**src/rtl/ifu_fetch_rsp_if.sv**
```systemverilog
// Fetch bus between the IFU, the fetch-response block and the instruction
// SRAM. The slave side is the fetch-response block. The master side is the
// IFU together with the SRAM model.
interface ifu_fetch_rsp_if #(
  parameter int PC_SIZE    = 32,
  parameter int INSTR_SIZE = 32,
  parameter int MEM_AW     = 12
);

  // IFU request channel
  logic                  ifu_req_valid;
  logic                  ifu_req_ready;
  logic [PC_SIZE-1:0]    ifu_req_pc;

  // IFU response channel
  logic                  ifu_rsp_valid;
  logic                  ifu_rsp_ready;
  logic                  ifu_rsp_err;
  logic [INSTR_SIZE-1:0] ifu_rsp_instr;

  // Instruction SRAM read port
  logic                  mem_cs;
  logic [MEM_AW-1:0]     mem_addr;
  logic [INSTR_SIZE-1:0] mem_rdata;

  // Idle indication
  logic                  no_outs;

  modport slave (
    input  ifu_req_valid,
    input  ifu_req_pc,
    output ifu_req_ready,
    output ifu_rsp_valid,
    input  ifu_rsp_ready,
    output ifu_rsp_err,
    output ifu_rsp_instr,
    output mem_cs,
    output mem_addr,
    input  mem_rdata,
    output no_outs
  );

  modport master (
    output ifu_req_valid,
    output ifu_req_pc,
    input  ifu_req_ready,
    input  ifu_rsp_valid,
    output ifu_rsp_ready,
    input  ifu_rsp_err,
    input  ifu_rsp_instr,
    input  mem_cs,
    input  mem_addr,
    output mem_rdata,
    input  no_outs
  );

endinterface

```
**src/rtl/ifu_fetch_rsp.sv**
```systemverilog
// Instruction fetch response block.
// A request with a legal PC fires a single-cycle SRAM read. A request with
// an illegal PC fires no read and is flagged as an error. Each accepted
// request occupies a one-entry in-flight stage for one cycle. It then
// drops into a 2-entry in-order response FIFO.
// The FIFO falls through when it is empty. The in-flight entry is visible
// on the response port in the cycle after the request handshake. If that
// entry is accepted in the same cycle, it is never written into storage.
// Request acceptance depends on registered occupancy only. The FIFO
// therefore can never overflow.
module ifu_fetch_rsp #(
  parameter int                 PC_SIZE    = 32,
  parameter int                 INSTR_SIZE = 32,
  parameter int                 MEM_AW     = 12,
  parameter logic [PC_SIZE-1:0] BASE_ADDR  = 32'h8000_0000
) (
  input  logic          clk,
  input  logic          rst,
  ifu_fetch_rsp_if.slave fetch
);

  // ---------------------------------------------------------------------
  // Declarations
  // ---------------------------------------------------------------------
  logic [PC_SIZE-1:0]    pc_off;
  logic                  unused_pc_off;
  logic                  pc_legal;
  logic [1:0]            occ;
  logic                  req_rdy;
  logic                  req_hs;

  logic                  inflt_vld_q;
  logic                  inflt_vld_d;
  logic                  inflt_err_q;
  logic                  inflt_err_d;

  logic [1:0]            cnt_q;
  logic [1:0]            cnt_d;
  logic                  wr_ptr_q;
  logic                  wr_ptr_d;
  logic                  rd_ptr_q;
  logic                  rd_ptr_d;
  logic                  fifo_err_q  [2];
  logic [INSTR_SIZE-1:0] fifo_data_q [2];

  logic                  fifo_empty;
  logic                  push;
  logic                  push_err;
  logic [INSTR_SIZE-1:0] push_data;
  logic                  rsp_vld;
  logic                  head_err;
  logic [INSTR_SIZE-1:0] head_data;
  logic                  pop;
  logic                  pop_stored;
  logic                  store;

  // ---------------------------------------------------------------------
  // Request side: address check and SRAM strobe
  // ---------------------------------------------------------------------
  // Modular subtraction: PCs below the base wrap to a huge offset and
  // fail the range check. A separate lower-bound compare is not needed.
  assign pc_off   = fetch.ifu_req_pc - BASE_ADDR;
  assign pc_legal = (fetch.ifu_req_pc[1:0] == 2'b00) &&
                    (pc_off[PC_SIZE-1:MEM_AW+2] == '0);

  // The byte-offset bits of pc_off carry no word-address information.
  assign unused_pc_off = ^pc_off[1:0];

  // Occupancy counts the buffered responses plus the one in flight.
  assign occ     = cnt_q + {1'b0, inflt_vld_q};

  // Ready comes from registered state only. ifu_rsp_ready has no
  // combinational path to it.
  assign req_rdy = (occ < 2'd2);

  // No handshake is taken while reset is held. The SRAM strobe is
  // therefore quiet during reset.
  assign req_hs  = fetch.ifu_req_valid & req_rdy & ~rst;

  assign fetch.ifu_req_ready = req_rdy;
  assign fetch.mem_cs        = req_hs & pc_legal;
  assign fetch.mem_addr      = pc_off[MEM_AW+1:2];

  // ---------------------------------------------------------------------
  // In-flight stage to FIFO: the entry pushed this cycle
  // ---------------------------------------------------------------------
  // SRAM data is valid in the cycle after mem_cs.
  // Error entries carry an all-zero instruction.
  assign push      = inflt_vld_q;
  assign push_err  = inflt_err_q;
  assign push_data = inflt_err_q ? '0 : fetch.mem_rdata;

  // ---------------------------------------------------------------------
  // Response side: fall-through head selection and pop
  // ---------------------------------------------------------------------
  assign fifo_empty = (cnt_q == 2'd0);
  assign rsp_vld    = ~fifo_empty | push;
  assign head_err   = fifo_empty ? push_err  : fifo_err_q[rd_ptr_q];
  assign head_data  = fifo_empty ? push_data : fifo_data_q[rd_ptr_q];

  assign pop        = rsp_vld & fetch.ifu_rsp_ready;
  assign pop_stored = pop & ~fifo_empty;

  // A push into an empty FIFO that is popped in the same cycle bypasses
  // storage entirely.
  assign store      = push & ~(fifo_empty & pop);

  // Outputs are masked to zero when nothing is valid. Reset then shows
  // clean zeros without having to reset the data storage.
  assign fetch.ifu_rsp_valid = rsp_vld;
  assign fetch.ifu_rsp_err   = rsp_vld & head_err;
  assign fetch.ifu_rsp_instr = rsp_vld ? head_data : '0;
  assign fetch.no_outs       = (occ == 2'd0);

  // Next-state logic for the in-flight stage, the FIFO count and the pointers.
  always_comb begin
    inflt_vld_d = 1'b0;
    inflt_err_d = 1'b0;
    cnt_d       = cnt_q;
    wr_ptr_d    = wr_ptr_q;
    rd_ptr_d    = rd_ptr_q;

    // A new handshake reloads the in-flight stage in the same cycle that
    // the previous entry leaves it.
    if (req_hs) begin
      inflt_vld_d = 1'b1;
      inflt_err_d = ~pc_legal;
    end

    // Simultaneous store and stored-pop leaves the count unchanged.
    cnt_d = cnt_q + {1'b0, store} - {1'b0, pop_stored};

    if (store) begin
      wr_ptr_d = ~wr_ptr_q;
    end
    if (pop_stored) begin
      rd_ptr_d = ~rd_ptr_q;
    end
  end

  // Control state register. Reset discards all in-flight and buffered
  // responses.
  always_ff @(posedge clk or posedge rst) begin
    if (rst) begin
      inflt_vld_q <= 1'b0;
      inflt_err_q <= 1'b0;
      cnt_q       <= 2'd0;
      wr_ptr_q    <= 1'b0;
      rd_ptr_q    <= 1'b0;
    end else begin
      inflt_vld_q <= inflt_vld_d;
      inflt_err_q <= inflt_err_d;
      cnt_q       <= cnt_d;
      wr_ptr_q    <= wr_ptr_d;
      rd_ptr_q    <= rd_ptr_d;
    end
  end

  // Response storage write. Data is not reset because it is masked by
  // the valid signal.
  always_ff @(posedge clk) begin
    if (store) begin
      fifo_err_q[wr_ptr_q]  <= push_err;
      fifo_data_q[wr_ptr_q] <= push_data;
    end
  end

  // Invariants: the ready rule forbids a store into a full FIFO, and
  // occupancy never exceeds 2.
  always_ff @(posedge clk) begin
    if (!rst) begin
      assert (!(store && (cnt_q == 2'd2)));
      assert (occ != 2'd3);
    end
  end

endmodule

```
**src/flat_wrapper.sv**
```systemverilog
// flat-port wrapper written by rule: the top's interface ports become plain ports
module ifu_fetch_rsp_flat 
#(
  parameter int                 PC_SIZE    = 32,
  parameter int                 INSTR_SIZE = 32,
  parameter int                 MEM_AW     = 12,
  parameter logic [PC_SIZE-1:0] BASE_ADDR  = 32'h8000_0000
)
  (clk, rst, fetch_ifu_req_valid, fetch_ifu_req_pc, fetch_ifu_req_ready, fetch_ifu_rsp_valid, fetch_ifu_rsp_ready, fetch_ifu_rsp_err, fetch_ifu_rsp_instr, fetch_mem_cs, fetch_mem_addr, fetch_mem_rdata, fetch_no_outs);
  ifu_fetch_rsp_if #(.PC_SIZE(PC_SIZE), .INSTR_SIZE(INSTR_SIZE), .MEM_AW(MEM_AW)) fetch_i ();
  input  logic clk;
  input  logic rst;
  input wire logic [$bits(fetch_i.ifu_req_valid)-1:0] fetch_ifu_req_valid;
  input wire logic [$bits(fetch_i.ifu_req_pc)-1:0] fetch_ifu_req_pc;
  output wire logic [$bits(fetch_i.ifu_req_ready)-1:0] fetch_ifu_req_ready;
  output wire logic [$bits(fetch_i.ifu_rsp_valid)-1:0] fetch_ifu_rsp_valid;
  input wire logic [$bits(fetch_i.ifu_rsp_ready)-1:0] fetch_ifu_rsp_ready;
  output wire logic [$bits(fetch_i.ifu_rsp_err)-1:0] fetch_ifu_rsp_err;
  output wire logic [$bits(fetch_i.ifu_rsp_instr)-1:0] fetch_ifu_rsp_instr;
  output wire logic [$bits(fetch_i.mem_cs)-1:0] fetch_mem_cs;
  output wire logic [$bits(fetch_i.mem_addr)-1:0] fetch_mem_addr;
  input wire logic [$bits(fetch_i.mem_rdata)-1:0] fetch_mem_rdata;
  output wire logic [$bits(fetch_i.no_outs)-1:0] fetch_no_outs;
  assign fetch_i.ifu_req_valid = fetch_ifu_req_valid;
  assign fetch_i.ifu_req_pc = fetch_ifu_req_pc;
  assign fetch_ifu_req_ready = fetch_i.ifu_req_ready;
  assign fetch_ifu_rsp_valid = fetch_i.ifu_rsp_valid;
  assign fetch_i.ifu_rsp_ready = fetch_ifu_rsp_ready;
  assign fetch_ifu_rsp_err = fetch_i.ifu_rsp_err;
  assign fetch_ifu_rsp_instr = fetch_i.ifu_rsp_instr;
  assign fetch_mem_cs = fetch_i.mem_cs;
  assign fetch_mem_addr = fetch_i.mem_addr;
  assign fetch_i.mem_rdata = fetch_mem_rdata;
  assign fetch_no_outs = fetch_i.no_outs;
  ifu_fetch_rsp #(.PC_SIZE(PC_SIZE), .INSTR_SIZE(INSTR_SIZE), .MEM_AW(MEM_AW), .BASE_ADDR(BASE_ADDR)) u_core (.clk(clk), .rst(rst), .fetch(fetch_i));
endmodule
```
**config.mk**
```make
export PLATFORM = sky130hd
export DESIGN_NAME = ifu_fetch_rsp_flat
export DESIGN_NICKNAME = d
export VERILOG_FILES = /design/src/rtl/ifu_fetch_rsp_if.sv /design/src/rtl/ifu_fetch_rsp.sv /design/src/flat_wrapper.sv
export SDC_FILE = /design/constraint.sdc
export NUM_CORES = 1
export LEC_CHECK = 0
export CAP_MARGIN = 20
export CORE_UTILIZATION = 45
export CTS_CLUSTER_SIZE = 14
export DETAILED_ROUTE_END_ITERATION = 8
export PLACE_DENSITY = 0.79
export SYNTH_ARGS = -nofsm -noshare
export SYNTH_HDL_FRONTEND = slang
export SYNTH_SLANG_ARGS = --single-unit
```
**constraint.sdc**
```tcl
create_clock -name clk -period 3.6 [get_ports clk]
set_input_delay 1.08 -clock clk [delete_from_list [all_inputs] [get_ports clk]]
set_output_delay 1.08 -clock clk [all_outputs]
set_load 0.1 [all_outputs]
```
==> results.json, run 1 <==
{
  "status": "finished, final reports clean",
  "ys.flop_type": "edfxtp_1",
  "timing.final.crit_share_pct": 96.4,
  "track_usage_pct": 19.0,
  "setup_viol": 0,
  "clock_sinks": 72,
  "cts-root-buf": "clkbuf_8",
  "rr_endpoint": "u_core.fifo_data_q[1][4]",
  "regArea_sq_um": 2130,
  "finalHoldViolations": 0,
  "syn_to_final_growth_pct": 44.1,
  "route.antenna.remaining_nets": 0,
  "cts_tree": "built",
  "slew_violations": 0,
  "initial_core_util_pct": 47.2,
  "drt-total-wl_microns": 7020,
  "end_kind": "output pin",
  "clk_latency_ns": 0.33,
  "drive_gt1_share_pct": 23.4,
  "period_needed_ns": 3.47,
  "clockBufferDepth": 2,
  "synthesis.area_sq_um": 3460,
  "rr_worst_depth": 5,
  "cap_violations": 0,
  "slowest_stage": "clkdlybuf4s50_1",
  "critical_path.max_stage_delay_ns": 0.45,
  "synth_fp_nets": 333,
  "vias": 2245,
  "grt_pass1_wl_microns": 11200,
  "crit_chain": "clkdlybuf4s50_1 -> nor4_4 -> nand3_2 -> nor3_4 -> buf_12",
  "io_pins": 117,
  "ys_seq_area_share_pct": 61.7,
  "synth_common_cells": "edfxtp_1 (66), nand3_1 (35), mux2i_1 (33)",
  "overflow": 0,
  "dp.cells": 433,
  "num-fill-cells": 509,
  "clk_pin_slew_ns": 0.06,
  "row_count": 31,
  "core_sq_um": 7330,
  "crit_end": "fetch_mem_cs",
  "yosysTopAreaCellShare_pct": 57.3,
  "diodes": 0,
  "dpl.hpwl_microns": 4780,
  "fp.dieH_microns": 89.7,
  "synth_area_leaders": "edfxtp_1 (57%), mux2i_1 (9.6%), nand3_1 (5.1%)",
  "yosysMostFrequentCell": "edfxtp_1",
  "synth.avg_cell_area_sq_um": 13.1,
  "fin_skew_ns": 0.00903,
  "wl_per_cell_microns": 15.6,
  "yosysTopAreaCell": "edfxtp_1",
  "antenna_found_initial": 0,
  "max_freq_ghz": 0.288,
  "cts_made_buffers": 9,
  "ys_ff_latch": 72,
  "slew_headroom_pct": 44.1,
  "firstDrtPassIters": 4,
  "cp.arrival_ns": 2.39,
  "hold_path.class": "reg -> reg",
  "io_buffers": 92,
  "dieArea_sq_um": 8040,
  "syn_inst": 263,
  "first_global_vias": 2396,
  "crit_type": "in -> out",
  "worst_pin_slew_ns": 0.838,
  "ctsHoldBuffers": 0,
  "yosysWarningCount": 0,
  "multi_input_area_sq_um": 1170,
  "drc": 0,
  "htreeDepth": 3,
  "grt_max_degree": 35,
  "rsz0062_at_grt": "no",
  "synth.distinct_cells": 26,
  "rrSetupSlack_ns": 1.35,
  "place_congestion": 0.703,
  "fin_util_pct": 67.9,
  "fin_nets": 415,
  "cp.required_ns": 2.52,
  "holdWs_ns": 0.592,
  "cp_max_fo": 2,
  "synth-edff-count": 66,
  "cp-startpoint": "fetch_ifu_req_pc[22]",
  "instances_no_fill": 449,
  "async_flop_share_pct": 8.33,
  "die_x_microns": 89.7,
  "viasPerCell": 5.00,
  "drtIter0Drc": 90,
  "rr_startpoint": "u_core.cnt_q[1]",
  "worst_slack_ns": 0.129,
  "cp-start-kind": "input pin",
  "post-place-ws_ns": 0.0966
}
-- layer usage --
| layer | GRT usage, % | routed length (microns) | up-vias |
|---|---|---|---|
| li1 | - | - | 1116 |
| met1 | 22.1 | 2970 | 1057 |
| met2 | 33.7 | 3670 | 55 |
| met3 | 4.11 | 248 | 17 |
| met4 | 8.51 | 131 | 0 |
| met5 | 0 | 0 | - |
-- flip-flops by register name, indices dropped and copies added (netlist names) --
| signal | cells |
|---|---|
| u_core.fifo_err_q | 2 |
| u_core.rd_ptr_q | 1 |
| u_core.inflt_vld_q | 1 |
| u_core.cnt_q | 2 |
| u_core.fifo_data_q | 64 |
| u_core.inflt_err_q | 1 |
| u_core.wr_ptr_q | 1 |
-- through the flow --
step                setup TNS [ns]  area (sq um)
finish                           0          4980
global route                     0          4980
CTS                              0          4950
detailed placement               0          4800
global placement                 0          4800
floorplan                    -1.80          3480
-- layout make-up --
type	instances	share of cell area [%]
flip-flops and latches	72	42.8
repair buffers	101	27.8
multi-input cells	157	23.5
clock buffers	14	2.86
well taps	99	2.49
inverters	4	0.301
clock inverters	2	0.201
-- timing repair --
item	CTS	global route
resized for setup	0	5
endpoints found under the setup margin	0	1
buffers inserted	0	0
-- layout by cell type (no fill, tap or decap) --
| cell | Yosys | layout |
|---|---|---|
| edfxtp_1 | 66 | 66 |
| clkdlybuf4s50_1 | 0 | 55 |
| buf_12 | 0 | 39 |
| nand3_1 | 35 | 34 |
| mux2i_1 | 33 | 33 |
| o21ai_1 | 4 | 29 |
| and2b_1 | 14 | 14 |
| and2b_2 | 12 | 12 |
| clkbuf_8 | 0 | 9 |
| nor2b_1 | 9 | 7 |
| buf_4 | 16 | 7 |
| clkbuf_1 | 8 | 5 |
| dfrtp_1 | 6 | 5 |
| inv_1 | 4 | 4 |
| o21ai_0 | 29 | 4 |
| xnor2_1 | 4 | 3 |
| xor2_1 | 2 | 2 |
| nand2_1 | 2 | 2 |
| nor2b_4 | 0 | 2 |
| nor4_1 | 4 | 2 |
| ha_1 | 2 | 2 |
| clkinv_2 | 0 | 2 |
| nor2_4 | 1 | 1 |
| xnor2_2 | 0 | 1 |
| a211oi_1 | 1 | 1 |
| a21oi_2 | 1 | 1 |
| nor4_4 | 0 | 1 |
| nor4_2 | 0 | 1 |
| nor4b_2 | 0 | 1 |
| nand3_2 | 0 | 1 |
| nor3_4 | 0 | 1 |
| o21ba_2 | 1 | 1 |
| and2_2 | 0 | 1 |
| dfrtp_2 | 0 | 1 |
-- worst max-delay path, delay by kind of cell --
kind,cells,cell delay (ns)
buffers and inverters,2,0.65
and+or+nand+nor,3,0.65
-- worst min-delay path by stage --
stage | startpoint | end | slack (ns) | depth (start not counted)
global placement | u_core.wr_ptr_q | u_core.wr_ptr_q | 0.52 | 1
floorplan | u_core.wr_ptr_q | u_core.wr_ptr_q | 0.46 | 1
finish | u_core.wr_ptr_q | u_core.wr_ptr_q | 0.59 | 1
detailed placement | u_core.wr_ptr_q | u_core.wr_ptr_q | 0.57 | 1
CTS | u_core.wr_ptr_q | u_core.wr_ptr_q | 0.58 | 1
global route | u_core.wr_ptr_q | u_core.wr_ptr_q | 0.60 | 1
-- logic make-up (layout without fill, tap and decap cells) --
family | count (synthesis) | in the layout | share of synthesized area (%)
AO/OA/AOI/OAI | 36 | 36 | 5.54
XOR/XNOR | 6 | 6 | 1.52
adder cells (fa/ha/maj) | 2 | 2 | 0.724
buffers and inverters | 34 | 121 | 6.37
flip-flops | 72 | 72 | 61.7
multiplexers | 33 | 33 | 9.55
AND/OR/NAND/NOR | 80 | 80 | 14.6
Power of run 1 is not shown: default switching activity piles up to over one toggle a cycle in this logic, so the estimate is an artifact.
==> run 2, diff against run 1 <==
--- a/config.mk
+++ b/config.mk
@@ -7,9 +7,9 @@
 export LEC_CHECK = 0
 export CAP_MARGIN = 20
 export CORE_UTILIZATION = 45
-export CTS_CLUSTER_SIZE = 14
 export DETAILED_ROUTE_END_ITERATION = 8
 export PLACE_DENSITY = 0.79
+export SLEW_MARGIN = 20
 export SYNTH_ARGS = -nofsm -noshare
 export SYNTH_HDL_FRONTEND = slang
 export SYNTH_SLANG_ARGS = --single-unit
==> results of run 2 <==
Same layout as run 1: the final DEF is identical, and so are final timing and power.
Power of run 2 is left out for the same reason.
==> run 3, diff against run 2 <==
--- a/config.mk
+++ b/config.mk
@@ -6,9 +6,9 @@
 export NUM_CORES = 1
 export LEC_CHECK = 0
 export CAP_MARGIN = 20
-export CORE_UTILIZATION = 45
+export CORE_UTILIZATION = 46
 export DETAILED_ROUTE_END_ITERATION = 8
-export PLACE_DENSITY = 0.79
+export PLACE_DENSITY = 0.81
 export SLEW_MARGIN = 20
 export SYNTH_ARGS = -nofsm -noshare
 export SYNTH_HDL_FRONTEND = slang
==> constraint.sdc (replaced) <==
create_clock -name clk -period 3.54 [get_ports clk]
set_input_delay 1.062 -clock clk [delete_from_list [all_inputs] [get_ports clk]]
set_output_delay 1.062 -clock clk [all_outputs]
set_load 0.1 [all_outputs]
==> results.json, run 3 (synthesized netlist as in run 1, its figures left out) <==
{
  "drive_gt1_share_pct": 24.8,
  "grt_pass1_wl_microns": 11300,
  "die_x_microns": 88.7,
  "hold_path.class": "reg -> reg",
  "cap_violations": 0,
  "dpl.hpwl_microns": 5060,
  "place_congestion": 0.709,
  "route.antenna.remaining_nets": 0,
  "crit_family": "buffers and inverters",
  "placed_area_sq_um": 4790,
  "cp.arrival_ns": 2.37,
  "fp.dieH_microns": 88.7,
  "rrSetupSlack_ns": 1.38,
  "post-cts-setup-buffer-count": 0,
  "final_common_cell": "edfxtp_1",
  "viasPerCell": 5.07,
  "grt_max_degree": 38,
  "slew_headroom_pct": 68.4,
  "track_usage_pct": 19.4,
  "firstDrtPassIters": 4,
  "cp-start-kind": "input pin",
  "clk_latency_ns": 0.32,
  "cts-root-buf": "clkbuf_8",
  "rsz0062_at_grt": "no",
  "wl_per_cell_microns": 16.1,
  "first_global_vias": 2303,
  "rr_startpoint": "u_core.inflt_vld_q",
  "cp.required_ns": 2.48,
  "cts_resized": 0,
  "finalHoldViolations": 0,
  "overflow": 0,
  "final_cell_area_sq_um": 5050,
  "clockBufferDepth": 2,
  "initial_core_util_pct": 47.7,
  "htreeDepth": 3,
  "ctsHoldBuffers": 0,
  "cts_tree": "built",
  "slew_violations": 0,
  "clock_sinks": 72,
  "core_sq_um": 7250,
  "hold_depth": 1,
  "syn_to_final_growth_pct": 46.1,
  "crit_chain": "clkdlybuf4s50_1 -> nor4_4 -> nand3_2 -> nor3_4 -> buf_12",
  "io_pins": 117,
  "cp_max_fo": 2,
  "largestRegisters": "u_core.fifo_data_q x64, u_core.cnt_q x2, u_core.fifo_err_q x2",
  "final_cell_mix": "edfxtp_1 (66), clkdlybuf4s50_1 (55), buf_12 (38)",
  "worst-path-buf-inv": 2,
  "slowest_stage": "clkdlybuf4s50_1",
  "clk_pin_slew_ns": 0.07,
  "whs_endpoint": "u_core.wr_ptr_q",
  "regMostFlops": "u_core.fifo_data_q",
  "worst_pin_slew_ns": 0.474,
  "drc": 0,
  "fin_skew_ns": 0.00878,
  "diodes": 0,
  "antenna_found_initial": 0,
  "io_buffers": 92,
  "regArea_sq_um": 2130,
  "max_freq_ghz": 0.291,
  "period_needed_ns": 3.43,
  "fin_nets": 416,
  "critical_path.max_stage_delay_ns": 0.45,
  "end_kind": "output pin",
  "drtIter0Drc": 85,
  "min_from": "u_core.wr_ptr_q",
  "rr_endpoint": "u_core.fifo_data_q[1][24]",
  "rr_worst_depth": 5,
  "dieArea_sq_um": 7870,
  "largest_reg_flops": 64,
  "multi_input_area_sq_um": 1180,
  "timing.final.crit_share_pct": 97.0,
  "vias": 2282,
  "status": "finished, final reports clean",
  "crit_type": "in -> out",
  "cts_made_buffers": 9,
  "drt-total-wl_microns": 7260,
  "row_count": 31,
  "setup_viol": 0,
  "num-fill-cells": 532
}
==> run 3: per-layer routing <==
layer	routed length [microns]	GRT usage [%]
met5	0	0
met4	27	5.13
met3	322	3.17
met2	3980	36.5
met1	2930	22.8
==> run 3: how the worst max path moves through the flow <==
stage	start	endpoint	depth (start not counted)
after floorplan	u_core.cnt_q[1]	fetch_ifu_rsp_err	4
after global placement	fetch_ifu_req_pc[18]	fetch_mem_cs	5
after detailed placement	fetch_ifu_req_pc[26]	fetch_mem_cs	5
after CTS	fetch_ifu_req_pc[26]	fetch_mem_cs	5
after global routing	fetch_ifu_req_pc[18]	fetch_mem_cs	5
final	fetch_ifu_req_pc[26]	fetch_mem_cs	5
==> run 3: area by class of cell <==
cell class / count / share of cell area, %
clock buffer: 9 / 2.45
inverter: 4 / 0.297
timing repair buffer: 102 / 27.3
sequential: 72 / 42.2
clock inverter: 7 / 1.88
multi-input combinational: 157 / 23.4
tap: 99 / 2.45
==> run 3: metrics by stage <==
stage	instances	setup slack, ns	setup TNS (ns)	util (%)	hold WS [ns]
floorplan	263	-0.427	-2.01	-	0.455
global placement	434	0.122	0	66.1	0.520
detailed placement	434	0.0574	0	66.1	0.533
CTS	450	0.0584	0	69.1	0.544
global route	450	0.0293	0	69.6	0.578
finish	450	0.107	0	69.6	0.545
Power of run 3 is left out for the same reason.
